`config.mk`:
```
export PLATFORM = sky130hd
export DESIGN_NAME = mux8_rr_arbiter_flat
export DESIGN_NICKNAME = d
export VERILOG_FILES = /design/src/rtl/mux8_rr_arbiter_pkg.sv /design/src/rtl/mux8_rr_arbiter_if.sv /design/src/rtl/mux8_rr_arbiter_lane_mux8.sv /design/src/rtl/mux8_rr_arbiter.sv /design/src/flat_wrapper.sv
export SDC_FILE = /design/constraint.sdc
export NUM_CORES = 1
export LEC_CHECK = 0
export BUFFER_PORTS_ARGS = -buffer_cell sky130_fd_sc_hd__buf_2
export CAP_MARGIN = 20
export CORE_ASPECT_RATIO = 1.4
export CORE_MARGIN = 5
export CORE_UTILIZATION = 45
export DETAILED_ROUTE_END_ITERATION = 16
export PLACE_DENSITY = 0.75
export SLEW_MARGIN = 20
export SYNTH_ARGS = -nofsm -noshare
export SYNTH_HDL_FRONTEND = slang
export SYNTH_SLANG_ARGS = --single-unit
```
`constraint.sdc`:
```
create_clock -name clk -period 4.7 [get_ports clk]
set_clock_uncertainty 0.2 [all_clocks]
set_input_delay 0.47 -clock clk [delete_from_list [all_inputs] [get_ports clk]]
set_output_delay 0.47 -clock clk [all_outputs]
set_load 0.02 [all_outputs]
```
`src/rtl/mux8_rr_arbiter_pkg.sv`:
```
// Shared definitions for the eight-lane round-robin arbiter: lane/select sizes,
// arbiter state and the rotating-priority search.
package mux8_arb_pkg;

  localparam int NUM_LANES = 8;
  localparam int SEL_W     = 3;

  localparam logic [SEL_W-1:0] PTR_RESET = 3'd7;

  typedef enum logic {
    IDLE   = 1'b0,
    LOCKED = 1'b1
  } arb_state_e;

  typedef struct packed {
    logic             any;
    logic [SEL_W-1:0] winner;
  } rr_result_t;

  // First set bit of valid searching from ptr+1 upward, wrapping modulo 8.
  // Walking k downward lets the nearest candidate overwrite farther ones.
  function automatic rr_result_t rr_pick(input logic [NUM_LANES-1:0] valid,
                                         input logic [SEL_W-1:0]     ptr);
    rr_result_t       res;
    logic [SEL_W-1:0] idx;
    res = '0;
    for (int k = NUM_LANES; k >= 1; k--) begin
      idx = ptr + SEL_W'(k);
      if (valid[idx]) begin
        res.any    = 1'b1;
        res.winner = idx;
      end
    end
    return res;
  endfunction

endpackage

```
`src/rtl/mux8_rr_arbiter_if.sv`:
```
// Lane-side and output-side valid/ready channels of the eight-lane arbiter.
interface mux8_rr_arbiter_if #(
  parameter int WIDTH = 8
);
  logic [7:0]         in_valid;
  logic [7:0]         in_last;
  logic [8*WIDTH-1:0] in_data;
  logic [7:0]         in_ready;
  logic               out_valid;
  logic               out_ready;
  logic [WIDTH-1:0]   out_data;
  logic               out_last;
  logic [2:0]         out_sel;

  // master: requesters plus sink; slave: the arbiter itself
  modport master (
    output in_valid, in_last, in_data, out_ready,
    input  in_ready, out_valid, out_data, out_last, out_sel
  );

  modport slave (
    input  in_valid, in_last, in_data, out_ready,
    output in_ready, out_valid, out_data, out_last, out_sel
  );
endinterface

```
`src/rtl/mux8_rr_arbiter_lane_mux8.sv`:
```
// Combinational WIDTH-wide 8:1 lane mux: two 4:1 stages on sel[1:0] feeding
// a 2:1 stage on sel[2].
module lane_mux8
  import mux8_arb_pkg::*;
#(
  parameter int WIDTH = 8
) (
  input  logic [NUM_LANES*WIDTH-1:0] in_data,
  input  logic [SEL_W-1:0]           sel,
  output logic [WIDTH-1:0]           out_data
);

  logic [WIDTH-1:0] lanes [NUM_LANES];
  logic [WIDTH-1:0] half_out [2];

  for (genvar gi = 0; gi < NUM_LANES; gi++) begin : g_unpack
    assign lanes[gi] = in_data[gi*WIDTH +: WIDTH];
  end

  for (genvar gi = 0; gi < 2; gi++) begin : g_half
    assign half_out[gi] = lanes[{1'(gi), sel[1:0]}];
  end

  assign out_data = sel[2] ? half_out[1] : half_out[0];

endmodule

```
`src/rtl/mux8_rr_arbiter.sv`:
```
// Round-robin arbiter sharing one 8:1 byte-lane mux between eight valid/ready
// requesters, with a registered output beat and burst locking.
module mux8_rr_arbiter
  import mux8_arb_pkg::*;
#(
  parameter int WIDTH = 8
) (
  input logic               clk,
  input logic               rst,
  mux8_rr_arbiter_if.slave  bus
);

  arb_state_e       state_q, state_d;
  logic [SEL_W-1:0] ptr_q, ptr_d;
  logic [SEL_W-1:0] lock_lane_q, lock_lane_d;
  logic             out_valid_q, out_valid_d;
  logic [WIDTH-1:0] out_data_q, out_data_d;
  logic             out_last_q, out_last_d;
  logic [SEL_W-1:0] out_sel_q, out_sel_d;

  rr_result_t           rr;
  logic                 load;
  logic                 cand;
  logic                 accept;
  logic [SEL_W-1:0]     sel;
  logic [NUM_LANES-1:0] sel_oh;
  logic [NUM_LANES-1:0] in_ready;
  logic [WIDTH-1:0]     mux_data;

  for (genvar gi = 0; gi < NUM_LANES; gi++) begin : g_onehot
    assign sel_oh[gi] = (sel == SEL_W'(gi));
  end

  lane_mux8 #(.WIDTH(WIDTH)) u_lane_mux (
    .in_data (bus.in_data),
    .sel     (sel),
    .out_data(mux_data)
  );

  // While locked the burst owner is offered ready even before it presents
  // valid, so no other lane can slip a beat into the middle of a burst.
  always_comb begin
    rr   = rr_pick(bus.in_valid, ptr_q);
    load = !out_valid_q || bus.out_ready;
    if (state_q == LOCKED) begin
      sel  = lock_lane_q;
      cand = 1'b1;
    end else begin
      sel  = rr.winner;
      cand = rr.any;
    end
    in_ready = (!rst && load && cand) ? sel_oh : '0;
    accept   = |(in_ready & bus.in_valid);

    state_d     = state_q;
    ptr_d       = ptr_q;
    lock_lane_d = lock_lane_q;
    out_valid_d = out_valid_q;
    out_data_d  = out_data_q;
    out_last_d  = out_last_q;
    out_sel_d   = out_sel_q;

    if (accept) begin
      out_valid_d = 1'b1;
      out_data_d  = mux_data;
      out_last_d  = bus.in_last[sel];
      out_sel_d   = sel;
      ptr_d       = sel;
      lock_lane_d = sel;
      state_d     = bus.in_last[sel] ? IDLE : LOCKED;
    end else if (load) begin
      out_valid_d = 1'b0;
    end
  end

  always_ff @(posedge clk) begin
    if (rst) begin
      state_q     <= IDLE;
      ptr_q       <= PTR_RESET;
      lock_lane_q <= '0;
      out_valid_q <= 1'b0;
      out_data_q  <= '0;
      out_last_q  <= 1'b0;
      out_sel_q   <= '0;
    end else begin
      state_q     <= state_d;
      ptr_q       <= ptr_d;
      lock_lane_q <= lock_lane_d;
      out_valid_q <= out_valid_d;
      out_data_q  <= out_data_d;
      out_last_q  <= out_last_d;
      out_sel_q   <= out_sel_d;
    end
  end

  assign bus.in_ready  = in_ready;
  assign bus.out_valid = out_valid_q;
  assign bus.out_data  = out_data_q;
  assign bus.out_last  = out_last_q;
  assign bus.out_sel   = out_sel_q;

endmodule

```
`src/flat_wrapper.sv`:
```
// flat-port wrapper written by rule: the top's interface ports become plain ports
module mux8_rr_arbiter_flat import mux8_arb_pkg::*;
#(
  parameter int WIDTH = 8
)
  (clk, rst, bus_in_valid, bus_in_last, bus_in_data, bus_out_ready, bus_in_ready, bus_out_valid, bus_out_data, bus_out_last, bus_out_sel);
  mux8_rr_arbiter_if #(.WIDTH(WIDTH)) bus_i ();
  input logic clk;
  input logic rst;
  input wire logic [$bits(bus_i.in_valid)-1:0] bus_in_valid;
  input wire logic [$bits(bus_i.in_last)-1:0] bus_in_last;
  input wire logic [$bits(bus_i.in_data)-1:0] bus_in_data;
  input wire logic [$bits(bus_i.out_ready)-1:0] bus_out_ready;
  output wire logic [$bits(bus_i.in_ready)-1:0] bus_in_ready;
  output wire logic [$bits(bus_i.out_valid)-1:0] bus_out_valid;
  output wire logic [$bits(bus_i.out_data)-1:0] bus_out_data;
  output wire logic [$bits(bus_i.out_last)-1:0] bus_out_last;
  output wire logic [$bits(bus_i.out_sel)-1:0] bus_out_sel;
  assign bus_i.in_valid = bus_in_valid;
  assign bus_i.in_last = bus_in_last;
  assign bus_i.in_data = bus_in_data;
  assign bus_i.out_ready = bus_out_ready;
  assign bus_in_ready = bus_i.in_ready;
  assign bus_out_valid = bus_i.out_valid;
  assign bus_out_data = bus_i.out_data;
  assign bus_out_last = bus_i.out_last;
  assign bus_out_sel = bus_i.out_sel;
  mux8_rr_arbiter #(.WIDTH(WIDTH)) u_core (.clk(clk), .rst(rst), .bus(bus_i));
endmodule
```
Yosys cells after proc, flatten, opt, wreduce, memory -nomap -nowiden
Index checks and enable logic that the tools add are counted.
{"block": "word_totals", "ff_bits": 17, "input_bits": 83, "out_inout_bits": 21, "wordCells": 81}
{"block": "classes", "n_addsub": 7, "magnitude_cmp": 11, "n_eq_ne": 7, "mux": 39, "bitwise": 3, "reduce_logical": 8}
{"cell": "binary-select mux 8 bit (select 3 bit)", "count": 2}
{"cell": "2-to-1 mux 8 bit", "count": 6}
{"cell": "< comparator 3 x 4 -> 1 bit (second input constant)", "count": 9}
{"cell": "2-to-1 mux 4 bit", "count": 8}
{"cell": "binary-select mux 1 bit (select 3 bit)", "count": 9}
{"cell": "2-to-1 mux 1 bit", "count": 13}
{"cell": "adder 3 bit (second input constant)", "count": 4}
{"cell": "equality test 3 bit (second input constant)", "count": 4}
{"cell": "bitwise AND 8 bit", "count": 1}
{"cell": ">= comparator 4 bit (second input constant)", "count": 2}
{"cell": "OR reduction 8 bit", "count": 1}
{"cell": "adder 3 x 2 -> 3 bit (second input constant)", "count": 2}
{"cell": "equality test 3 x 2 -> 1 bit (second input constant)", "count": 2}
{"cell": "NOT 2 -> 4 bit", "count": 1}
{"cell": "NOT 3 -> 4 bit", "count": 1}
{"cell": "adder 3 x 1 -> 3 bit (second input constant)", "count": 1}
{"cell": "equality test 3 x 1 -> 1 bit (second input constant)", "count": 1}
{"cell": "logical NOT 3 bit", "count": 1}
{"cell": "2-to-1 mux 3 bit", "count": 1}
{"cell": "logical AND 1 bit", "count": 2}
{"cell": "logical NOT 1 bit", "count": 2}
{"cell": "nonzero test 2 bit", "count": 1}
{"cell": "logical OR 1 bit", "count": 1}

Logic depth before layout (Yosys ltp)
Gate-level depths: netlist (run 1).
{"block": "depth", "word_depth": 16, "ltp_mapped": 17, "depth_no_buf": 11}

Modules after synthesis
Synthesis (run 1) repeated with hierarchy kept, for this count alone.
{"block": "unflattened", "cells_unflattened": 249, "hier_area_um2": 2398.6}
{"mod": "mux8_rr_arbiter", "instances": 1, "cells_per_inst": 220, "area_each_um2": 1848.0, "seq_area_each_um2": 340.3}
{"mod": "lane_mux8", "instances": 1, "cells_per_inst": 29, "area_each_um2": 550.5, "seq_area_each_um2": 0.0}

Worst setup path after synthesis (run 1)
Ideal clock, no wire load.
{"block": "synth_path", "path_kind": "register -> output", "from": "reg u_core.ptr_q[1]", "to": "out bus_in_ready[0]", "arrival_ns": 3.854, "t_required_ns": 4.030, "slack_ns": 0.176, "stages_incl_launch_ff": 15, "n_path_buf": 6, "cell_sequence": "dfxtp_1 buf_2 buf_2 inv_1 ha_1 buf_6 buf_6 mux2_1 mux4_2 and3_4 o211ai_4 o211ai_2 buf_4 buf_4 nor4_1"}
{"block": "synth_via", "elab_chain_len": 13, "elab_cells_between_ends": 36, "cone_classes": "7 x add/sub; 27 x mux; 2 x reduce/logical"}
{"element": "start, declared", "line": "mux8_rr_arbiter.sv:14", "text": "logic [SEL_W-1:0] ptr_q, ptr_d;"}
{"element": "start signal, assigned", "line": "mux8_rr_arbiter.sv:87", "text": "ptr_q <= ptr_d;"}
{"element": "adder 3 bit / binary-select mux 1 bit (select 3 bit) (equally long branches)", "line": "mux8_rr_arbiter_pkg.sv:28, mux8_rr_arbiter_pkg.sv:29"}
{"element": "binary-select mux 1 bit (select 3 bit) / 2-to-1 mux 1 bit (equally long branches)", "line": "mux8_rr_arbiter_pkg.sv:29", "text": "if (valid[idx]) begin"}
{"element": "2-to-1 mux 1 bit (not written as such) / 2-to-1 mux 4 bit (equally long branches)", "line": "mux8_rr_arbiter_pkg.sv:29"}
{"element": "2-to-1 mux 4 bit (6 in series)", "line": "mux8_rr_arbiter_pkg.sv:29"}
{"element": "2-to-1 mux 4 bit (*)", "line": "mux8_rr_arbiter_pkg.sv:29"}
{"element": "2-to-1 mux 3 bit / 2-to-1 mux 1 bit (equally long branches)", "line": "mux8_rr_arbiter.sv:45", "text": "if (state_q == LOCKED) begin"}
{"element": "logical NOT 3 bit / logical AND 1 bit (equally long branches)", "line": "mux8_rr_arbiter.sv:31, mux8_rr_arbiter.sv:52"}
{"element": "2-to-1 mux 8 bit (*)", "line": "mux8_rr_arbiter.sv:52", "text": "in_ready = (!rst && load && cand) ? sel_oh : '0;"}
{"element": "end, declared", "line": "flat_wrapper.sv:14", "text": "output wire logic [$bits(bus_i.in_ready)-1:0] bus_in_ready;"}
Every way passes the cells marked *; elsewhere a longest branch is shown, timed or not. The select of a mux whose other input is x is not followed.

Worst setup path in the final report (run 1)
{"block": "layout_path", "from": "reg u_core.ptr_q[1]", "to": "out bus_in_ready[6]"}
{"block": "layout_via", "elab_chain_len": 13, "elab_cells_between_ends": 36, "cone_classes": "7 x add/sub; 1 x eq/ne; 27 x mux; 1 x reduce/logical"}
{"element": "adder 3 bit / binary-select mux 1 bit (select 3 bit) (equally long branches)", "line": "mux8_rr_arbiter_pkg.sv:28, mux8_rr_arbiter_pkg.sv:29"}
{"element": "binary-select mux 1 bit (select 3 bit) / 2-to-1 mux 1 bit (equally long branches)", "line": "mux8_rr_arbiter_pkg.sv:29"}
{"element": "2-to-1 mux 1 bit (not written as such) / 2-to-1 mux 4 bit (equally long branches)", "line": "mux8_rr_arbiter_pkg.sv:29"}
{"element": "2-to-1 mux 4 bit (6 in series)", "line": "mux8_rr_arbiter_pkg.sv:29"}
{"element": "2-to-1 mux 4 bit (*)", "line": "mux8_rr_arbiter_pkg.sv:29"}
{"element": "2-to-1 mux 3 bit / 2-to-1 mux 1 bit (equally long branches)", "line": "mux8_rr_arbiter.sv:45"}
{"element": "equality test 3 bit / logical AND 1 bit (equally long branches)", "line": "mux8_rr_arbiter.sv:31, mux8_rr_arbiter.sv:52"}
{"element": "2-to-1 mux 8 bit (*)", "line": "mux8_rr_arbiter.sv:52"}
Marked as above.

==> summary.md, run 1 <==
| Metric | Value |
|---|---|
| Cell taking the most area after synthesis | `mux2i_1` |
| Critical path cell sequence | `inv_1 > ha_2 > mux4_2 > mux2i_1 > a21oi_1 > o31ai_1 > o31a_1 > nand3_1 > nor2_1 > buf_2` |
| Gpl congestion | `0.923` |
| P_sw | `approximately 1.6 mW` |
| Reg-to-Reg End | `u_core.ptr_q[0]$_SDFFE_PP1P_` |
| Critical Path Source | `u_core.ptr_q[1]$_SDFFE_PP1P_` |
| Slew margin rel. | `0.619` |
| Worst setup margin | `371 ps` |
| Minimum clock period | `around 4300 ps` |
| Max-cap violations | `0` |
| Root Driver | `clkbuf_8` |
| Placement Setup Slack | `between 400 and 500 ps` |
| Die Area | `between 0.007 and 0.008 sq mm` |
| Detailed-router iteration count before antenna repair | `4` |
| Residual DRC count | `0` |
| Max frequency | `between 200 and 250 MHz` |
| First-pass GRT wire length | `12.7 mm` |
| TNS Setup | `0 ps` |
| Status | `completed` |
| Latest clock arrival within the worst-skew pair | `between 200 and 300 ps` |
| Worst hold path cell count | `2` |
| Critical Path Max Stage Delay | `roughly 560 ps` |
| Clk pin slew, worst setup/hold paths | `~60 ps` |
| Footprint of the multi-input gates | `about 0.0021 sq mm` |
| Setup CP Type | `reg2out` |
| Die W | `roughly 74 microns` |
| Cell variety after synth | `63` |
| VDD IR max | `between 0.0008 and 0.0009 V` |
| IO Pins | `104` |
| Number of synthesized flops with an enable pin | `0` |
| Initial antenna violation count | `0` |
| Leak | `approximately 1.5 nW` |
| N_diodes | `0` |
| WP data arrival | `between 3000 and 4000 ps` |
| YS warnings | `0` |
| Seq. cell area | `approximately 340 sq um` |
| Final worst path period share | `0.921` |
| Worst hold path type | `reg2reg` |
| Worst Path Required | `between 4000 and 5000 ps` |
| Via count | `between 2k and 3k` |
| GRT Overall Usage | `0.213` |
| Drt wl/cell | `17.8 microns` |
| Share of total power in the clock network | `0.035` |
| Sw frac | `0.521` |
| Num Clock Sinks | `17` |
| Vias per cell | `6.02` |
| Share of the synthesized area in the top cell type | `0.223` |
| Worst R2R Path Depth | `13` |
| Fillers | `around 500` |
| Final cell utilization of the core | `0.566` |
| Worst r2r src | `u_core.ptr_q[1]$_SDFFE_PP1P_` |
| Detailed-route wire length | `7.83 mm` |
| Startpoint Class | `flip-flop` |
| Commonest cells post-synth | `mux2i_1, nand2_1, nand3_1` |
| Pin count of the biggest net entering global routing | `39` |
| Power per standard cell area | `986 mW/mm^2` |
| RSZ-0062 raised after global routing | `false` |
| CP max stage cell | `ha_2` |
| Vert. Die Dim | `roughly 100 microns` |
| #FFs+latches synth | `17` |
| Hold_sp | `u_core.bus.out_data[7]$_SDFFE_PP0P_` |
| Synth Flop Type | `dfxtp_1` |
| Antenna viol nets, final | `0` |
| Critical Path Fanout Max | `15` |
| Final setup vio count | `0` |
| Crit end category | `primary output` |
| Row cnt | `32` |
| Post-Syn Area | `between 0.002 and 0.003 sq mm` |
| CTS tree | `done` |
| Ys async rst share | `0` |
| Nets | `457` |
| Final Max Tran Viols | `0` |
| Syn Inst Count | `283` |
| CTS hold repair buffers | `0` |
| Port Buf Inserts | `around 100` |
| Layout area overhead | `21.0%` |
| Top area cells in the synthesized netlist | `mux2i_1, dfxtp_1, mux4_2` |
| Post-DP HPWL | `roughly 6.4 mm` |
| Crit path capture | `bus_in_ready[6]` |
| Remaining Overflow, GRT | `0` |
| Vias in the first global route | `about 2.7k` |
| Worst Tran Pin Value | `approximately 570 ps` |
| Core Box Area | `0.00557 sq mm` |
| Internal Pwr Total | `about 1.5 mW` |
| Most frequent cell after synthesis | `mux2i_1` |
| Register area share after synthesis | `0.131` |
| Combinational share of power | `0.886` |
| Flop2flop setup slack | `around 550 ps` |
| Clock buffer count from CTS | `3` |
| WHS | `approximately 260 ps` |
| Layout cells sized above 1 | `0.412` |
| Register share of total power | `0.079` |
| Syn Area/Cell | `a little over 9 sq um` |
| Clock H-tree levels | `1` |
| Starting Density | `0.468` |
| Clock Path Buffers | `2` |
| Net count after synthesis | `between 300 and 400` |
| Starting DRT DRC Count | `approximately 160` |
| Final Hold Fails | `0` |
power groups by stage:
stage                     Sequential (mW)  Combinational (mW)  Clock [mW]
after floorplan                     0.270                2.34           0
after global placement              0.248                2.71           0
after detailed placement            0.247                2.76           0
after CTS                           0.245                2.77       0.110
after global routing                0.250                3.01       0.117
final                               0.246                2.75       0.107
worst min-delay path by stage:
stage               slack, ps                                  end
floorplan                 340  u_core.bus.out_data[0]$_SDFFE_PP0P_
global placement          240  u_core.bus.out_data[6]$_SDFFE_PP0P_
detailed placement        260  u_core.bus.out_data[7]$_SDFFE_PP0P_
CTS                       270  u_core.bus.out_data[7]$_SDFFE_PP0P_
global route              290  u_core.bus.out_data[7]$_SDFFE_PP0P_
finish                    260  u_core.bus.out_data[7]$_SDFFE_PP0P_
logic make-up after synthesis:
| group | count (synthesis) | share of synthesized area |
|---|---|---|
| multiplexers | 84 | 0.407 |
| AND/OR/NAND/NOR | 83 | 0.171 |
| AO/OA/AOI/OAI | 61 | 0.196 |
| buffers and inverters | 34 | 0.0788 |
| flip-flops | 17 | 0.131 |
| XOR/XNOR | 2 | 0.00673 |
| adder cells (fa/ha/maj) | 2 | 0.00961 |
worst max-delay path: cells and delay by family (launching register included):
| kind | cells | cell delay [ps] |
|---|---|---|
| compound gates | 3 | 1100 |
| fa+ha+maj | 1 | 560 |
| buf+inv | 2 | 290 |
| flops | 1 | 330 |
| mux | 2 | 800 |
| simple gates | 2 | 330 |
per-stage QoR:
stage / cells / total power, mW / instance area [sq um]
4_1_cts: 439 / 3.12 / 3150
3_3_place_gp: 435 / 2.96 / 3100
6_report: 439 / 3.11 / 3150
2_1_floorplan: 283 / 2.61 / 2600
5_1_grt: 439 / 3.37 / 3150
3_5_place_dp: 435 / 3.01 / 3100
cells in the final DEF, fill, tap and decap left out, types with 4 or more instances in the layout:
cell type	count
mux2i_1	58
nand2_1	19
o211ai_1	10
nor4_1	6
and2_1	4
mux2_2	5
mux4_2	15
buf_4	6
dfxtp_1	17
o21ai_0	4
nor2b_1	4
nor2_1	17
buf_2	103
nand3_1	18
o31ai_1	4
inv_1	8
a21oi_1	11
per-layer routing:
| layer | wire length (microns) | track usage |
|---|---|---|
| met5 | 0 | 0 |
| met4 | 198 | 0.0836 |
| met3 | 657 | 0.0361 |
| met2 | 4050 | 0.382 |
| met1 | 2920 | 0.244 |
timing repair:
action / CTS / global route
resized for setup: 0 / 1
buffers inserted: 0 / 0
setup endpoints to repair: 0 / 4
final cells by class:
cell class,instances,share of cell area
Clock buffer,4,0.0143
Tap cell,68,0.0270
Sequential cell,17,0.108
Inverter,8,0.00953
Timing Repair Buffer,110,0.184
Multi-Input combinational cell,232,0.657
sequential cells by signal (all words and copies together) (netlist names):
signal                flops
u_core.lock_lane_q        3
u_core.bus.out_valid      1
u_core.ptr_q              3
u_core.bus.out_last       1
u_core.bus.out_data       8
u_core.state_q            1
Power figures use the tool's default switching activity.
==> run 2: changes to the inputs <==
==> constraint.sdc (replaced) <==
create_clock -name clk -period 4.7 [get_ports clk]
set_clock_uncertainty 0.2 [all_clocks]
set_input_delay 1.41 -clock clk [delete_from_list [all_inputs] [get_ports clk]]
set_output_delay 1.41 -clock clk [all_outputs]
set_load 0.02 [all_outputs]
==> summary.md, run 2 (synthesized netlist as in run 1, its figures left out) <==
| Metric | Value |
|---|---|
| Status | `finished with violations` |
| Violated checks | `setup timing` |
| Remaining Overflow, GRT | `0` |
| Worst setup margin | `-643 ps` |
| Clock buffer count from CTS | `3` |
| Gpl congestion | `~0.91` |
| Die W | `around 74 microns` |
| CTS hold repair buffers | `0` |
| Worst hold path cell count | `2` |
| Commonest non-fill, non-tap cell in the layout | `buf_2` |
| Worst hold path type | `reg2reg` |
| Worst Path Required | `approximately 3100 ps` |
| IO Pins | `~100` |
| Post-DP HPWL | `around 7.2 mm` |
| WP data arrival | `about 3700 ps` |
| Pin count of the biggest net entering global routing | `22` |
| Reg-to-Reg End | `u_core.bus.out_data[4]$_SDFFE_PP0P_` |
| Row cnt | `32` |
| Antenna viol nets, final | `0` |
| GRT Overall Usage | `0.246` |
| Num Clock Sinks | `17` |
| Drt wl/cell | `between 15 and 20 microns` |
| Vert. Die Dim | `about 100 microns` |
| Clock Path Buffers | `2` |
| Hold_sp | `u_core.bus.out_data[0]$_SDFFE_PP0P_` |
| Layout area overhead | `51.0%` |
| Slew margin rel. | `0.524` |
| Dpl cells | `approximately 490` |
| Final Max Tran Viols | `0` |
| Initial antenna violation count | `0` |
| Clock H-tree levels | `1` |
| Worst Tran Pin Value | `between 700 and 800 ps` |
| Worst R2R Path Depth | `16` |
| RSZ-0062 raised after global routing | `true` |
| Starting DRT DRC Count | `roughly 190` |
| Fillers | `about 400` |
| Starting Density | `0.468` |
| Final Hold Fails | `0` |
| CTS tree | `done` |
| Minimum clock period | `roughly 5300 ps` |
| Final setup vio count | `8` |
| WHS | `~260 ps` |
| First-pass GRT wire length | `14.5 mm` |
| Die Area | `between 0.007 and 0.008 sq mm` |
| N_diodes | `0` |
| Vias per cell | `5.97` |
| Setup CP Type | `in2out` |
| Residual DRC count | `0` |
| Detailed-route wire length | `9.02 mm` |
| Worst r2r src | `u_core.ptr_q[0]$_SDFFE_PP1P_` |
| Max frequency | `around 190 MHz` |
| Vias in the first global route | `3,137` |
| WHS Endpoint | `u_core.bus.out_data[0]$_SDFFE_PP0P_` |
| Max reg flops | `8` |
| Startpoint Class | `input pin` |
| Placement Setup Slack | `-627 ps` |
| Latest clock arrival within the worst-skew pair | `roughly 260 ps` |
| Layout cells sized above 1 | `0.549` |
| Clk pin slew, worst setup/hold paths | `70 ps` |
| Max-cap violations | `0` |
| Via count | `2,986` |
| Root Driver | `clkbuf_8` |
| Final worst path period share | `1.14` |
| Final cell utilization of the core | `0.707` |
| Port Buf Inserts | `between 100 and 150` |
| Critical Path Fanout Max | `7` |
| Nets | `slightly above 500` |
| Flop2flop setup slack | `490 ps` |
| Post-Layout Cell Count | `500` |
| Most frequent cells in the layout | `buf_2, buf_4, mux2i_1` |
| Detailed-router iteration count before antenna repair | `4` |
| Crit end category | `primary output` |
| Core Box Area | `between 0.005 and 0.006 sq mm` |
run 2: changes by cell type in the layout (fill, tap and decap cells not counted), moves of 3 or more:
cell | before | now
nor2_1 | 17 | 14
buf_8 | 0 | 3
buf_6 | 0 | 20
buf_2 | 103 | 87
mux2_4 | 2 | 6
nor4_1 | 6 | 2
o21ai_1 | 0 | 3
buf_4 | 6 | 59
nor4_4 | 1 | 6
mux2i_1 | 58 | 55
nor2_4 | 1 | 4
o21ai_0 | 4 | 1
run 2: critical path, cell delays in order:
cell	delay [ps]
buf_8	100
mux4_2	590
mux2i_2	230
buf_4	160
a221oi_2	50
o221a_2	260
o31a_1	350
buf_6	140
nor4_4	240
buf_4	200
run 2: what timing repair did:
action                     in CTS  in global routing
gates resized for setup        41                 16
pin swaps                      10                 17
hold endpoints to repair        0                  0
setup buffers                   4                  5
setup endpoints to repair       8                 13
run 2: layout make-up:
type / instances / area (sq um) / area share
clock buffer: 3 / 41.3 / 0.0105
clock inverter: 1 / 5.00 / 0.00127
inverter: 8 / 30.0 / 0.00764
multi-input combinational: 232 / 2240 / 0.570
sequential: 17 / 340 / 0.0865
tap: 68 / 85.1 / 0.0216
timing repair buffer: 171 / 1190 / 0.302
run 2: how the worst max path moves through the flow:
| stage | end | from | slack (ps) |
|---|---|---|---|
| 6_report | bus_in_ready[1] | bus_in_valid[0] | -640 |
| 5_1_grt | bus_in_ready[1] | bus_in_valid[0] | -670 |
| 3_3_place_gp | bus_in_ready[4] | bus_in_valid[1] | -650 |
| 3_5_place_dp | bus_in_ready[4] | bus_in_valid[7] | -630 |
| 2_1_floorplan | bus_in_ready[7] | bus_in_valid[2] | -350 |
| 4_1_cts | bus_in_ready[1] | bus_in_valid[0] | -580 |
run 2: routing by layer:
metal  vias to the layer above  global-route usage  part of all wire
met4                         0               0.112             0.052
met2                       161               0.452              0.54
met1                      1389               0.269              0.33
li1                       1397                   -                 -
met3                        39              0.0401             0.077
met5                         -                   0                 0
run 2: metrics by stage:
step / TNS (ps) / area, sq um
after floorplan: -2340 / 2770
after global placement: -6220 / 3610
after detailed placement: -6430 / 3610
after CTS: -4350 / 3850
after global routing: -5190 / 3930
final: -4700 / 3930
Power of run 2 is left out: the tool's default activity adds up to more than one toggle a clock period on the data nets, which glitch-free logic cannot reach.
==> run 3: changes to the inputs <==
==> constraint.sdc (replaced) <==
create_clock -name clk -period 4.7 [get_ports clk]
set_clock_uncertainty 0.2 [all_clocks]
set_input_delay 1.41 -clock clk [delete_from_list [all_inputs] [get_ports clk]]
set_output_delay 1.41 -clock clk [all_outputs]
set_load 0.01 [all_outputs]
==> summary.md, run 3 (synthesized netlist as in run 1, its figures left out) <==
| Metric | Value |
|---|---|
| Clock H-tree levels | `1` |
| Final Max Tran Viols | `0` |
| Commonest non-fill, non-tap cell in the layout | `buf_2` |
| Critical Path Fanout Max | `8` |
| Die W | `approximately 74 microns` |
| RSZ-0062 raised after global routing | `true` |
| Initial antenna violation count | `0` |
| Flop2flop setup slack | `around 320 ps` |
| Latest clock arrival within the worst-skew pair | `260 ps` |
| WHS | `~260 ps` |
| Worst r2r src | `u_core.ptr_q[0]$_SDFFE_PP1P_` |
| P_sw | `around 2.1 mW` |
| Crit end category | `primary output` |
| Num Clock Sinks | `17` |
| Detailed-router iteration count before antenna repair | `5` |
| Share of total power in the clock network | `0.026` |
| Power per standard cell area | `between 1000 and 1500 mW/mm^2` |
| Core Box Area | `between 0.005 and 0.006 sq mm` |
| First-pass GRT wire length | `between 10 and 15 mm` |
| Max reg flops | `8` |
| Crit path capture | `bus_in_ready[2]` |
| TNS Setup | `-4400 ps` |
| Internal Pwr Total | `approximately 2.3 mW` |
| Minimum clock period | `between 5000 and 6000 ps` |
| Nets | `between 500 and 600` |
| Port Buf Inserts | `slightly above 100` |
| Slew margin rel. | `0.475` |
| Worst setup margin | `-617 ps` |
| N_diodes | `0` |
| Status | `finished with violations` |
| Vias per cell | `about 6.0` |
| Final worst path period share | `1.13` |
| Starting DRT DRC Count | `181` |
| CTS tree | `done` |
| Layout area overhead | `57.7%` |
| Dpl cells | `roughly 480` |
| Worst R2R Path Depth | `16` |
| Startpoint Class | `input pin` |
| Worst Tran Pin Value | `between 700 and 800 ps` |
| Critical Path Source | `bus_in_valid[5]` |
| CTS hold repair buffers | `0` |
| Gpl congestion | `about 1` |
| Final cell utilization of the core | `0.738` |
| Leak | `1.91 nW` |
| Clock buffer count from CTS | `3` |
| Final setup vio count | `8` |
| Reg-to-Reg End | `u_core.bus.out_data[7]$_SDFFE_PP0P_` |
| Worst hold path cell count | `2` |
| WP data arrival | `around 3700 ps` |
| Row cnt | `32` |
| IO Pins | `between 100 and 150` |
| Clock Path Buffers | `2` |
| GRT Overall Usage | `0.247` |
| Max-cap violations | `0` |
| Sw frac | `0.472` |
| Worst hold path type | `reg2reg` |
| Pin count of the biggest net entering global routing | `36` |
| Layout cells sized above 1 | `0.579` |
| Via count | `~3k` |
| Remaining Overflow, GRT | `0` |
| Max frequency | `between 150 and 200 MHz` |
| Vias in the first global route | `3,117` |
| Post-DP HPWL | `slightly above 7 mm` |
| Clk pin slew, worst setup/hold paths | `around 70 ps` |
| Die Area | `0.00743 sq mm` |
| Setup CP Type | `in2out` |
| Vert. Die Dim | `approximately 100 microns` |
| Register share of total power | `0.054` |
| Detailed-route wire length | `between 9 and 10 mm` |
| Placement Setup Slack | `-726 ps` |
| Drt wl/cell | `between 15 and 20 microns` |
| Violated checks | `setup timing` |
| Final Hold Fails | `0` |
| Post-Layout Cell Count | `507` |
| Antenna viol nets, final | `0` |
| Most frequent cells in the layout | `buf_2, buf_4, mux2i_1` |
| Starting Density | `0.468` |
| Root Driver | `clkbuf_8` |
| Worst Path Required | `slightly above 3000 ps` |
| Combinational share of power | `0.920` |
| Residual DRC count | `0` |
| VDD IR max | `~0.00090 V` |
[run 3: cell type report]
type,count,area [sq um]
clock buffer,4,45.0
fill,373,1460
inverter,8,30.0
multi-input combinational,232,2360
sequential,17,340
tap,68,85.1
timing repair buffer,178,1250
[run 3: power groups by stage]
stage                     sequential [mW]  combinational, mW  clock (mW)
after global routing                0.242               4.27       0.118
after CTS                           0.234               3.66       0.114
after floorplan                     0.244               2.57           0
after detailed placement            0.237               3.35           0
final                               0.238               4.02       0.112
after global placement              0.236               3.28           0
[run 3: repair_timing]
action	4_1_cts	5_1_grt
endpoints found under the setup margin	8	18
buffers inserted	10	10
resized for setup	48	28
pin swaps	13	14
[run 3: layer usage]
layer  track usage  up-vias  wire (microns)
met3        0.0401       33             692
met2         0.464      161            5160
met4         0.125        0             401
li1              -     1417               -
met5             0        -               0
met1         0.253     1430            3220
[run 3: stage by stage]
step                      area [sq um]  total power, mW
after floorplan                   2740             2.81
after global placement            3570             3.52
after detailed placement          3570             3.58
after CTS                         3920             4.01
after global routing              4110             4.63
final                             4110             4.37
[run 3: critical path, cell delays in order]
cell and delay, ps:
buf_6 110, mux4_2 620, mux2_4 360, o21ai_2 130, a22o_1 190, buf_4 140, o31ai_4 70, buf_6 140
buf_12 130, nor4_4 240, buf_2 170
[run 3: worst min path at each step]
stage	from	end	slack, ps
2_1_floorplan	u_core.bus.out_data[0]$_SDFFE_PP0P_	u_core.bus.out_data[0]$_SDFFE_PP0P_	280
3_3_place_gp	u_core.bus.out_data[7]$_SDFFE_PP0P_	u_core.bus.out_data[7]$_SDFFE_PP0P_	240
3_5_place_dp	u_core.bus.out_data[7]$_SDFFE_PP0P_	u_core.bus.out_data[7]$_SDFFE_PP0P_	260
4_1_cts	u_core.bus.out_data[7]$_SDFFE_PP0P_	u_core.bus.out_data[7]$_SDFFE_PP0P_	260
5_1_grt	u_core.bus.out_data[3]$_SDFFE_PP0P_	u_core.bus.out_data[3]$_SDFFE_PP0P_	290
6_report	u_core.bus.out_data[6]$_SDFFE_PP0P_	u_core.bus.out_data[6]$_SDFFE_PP0P_	260
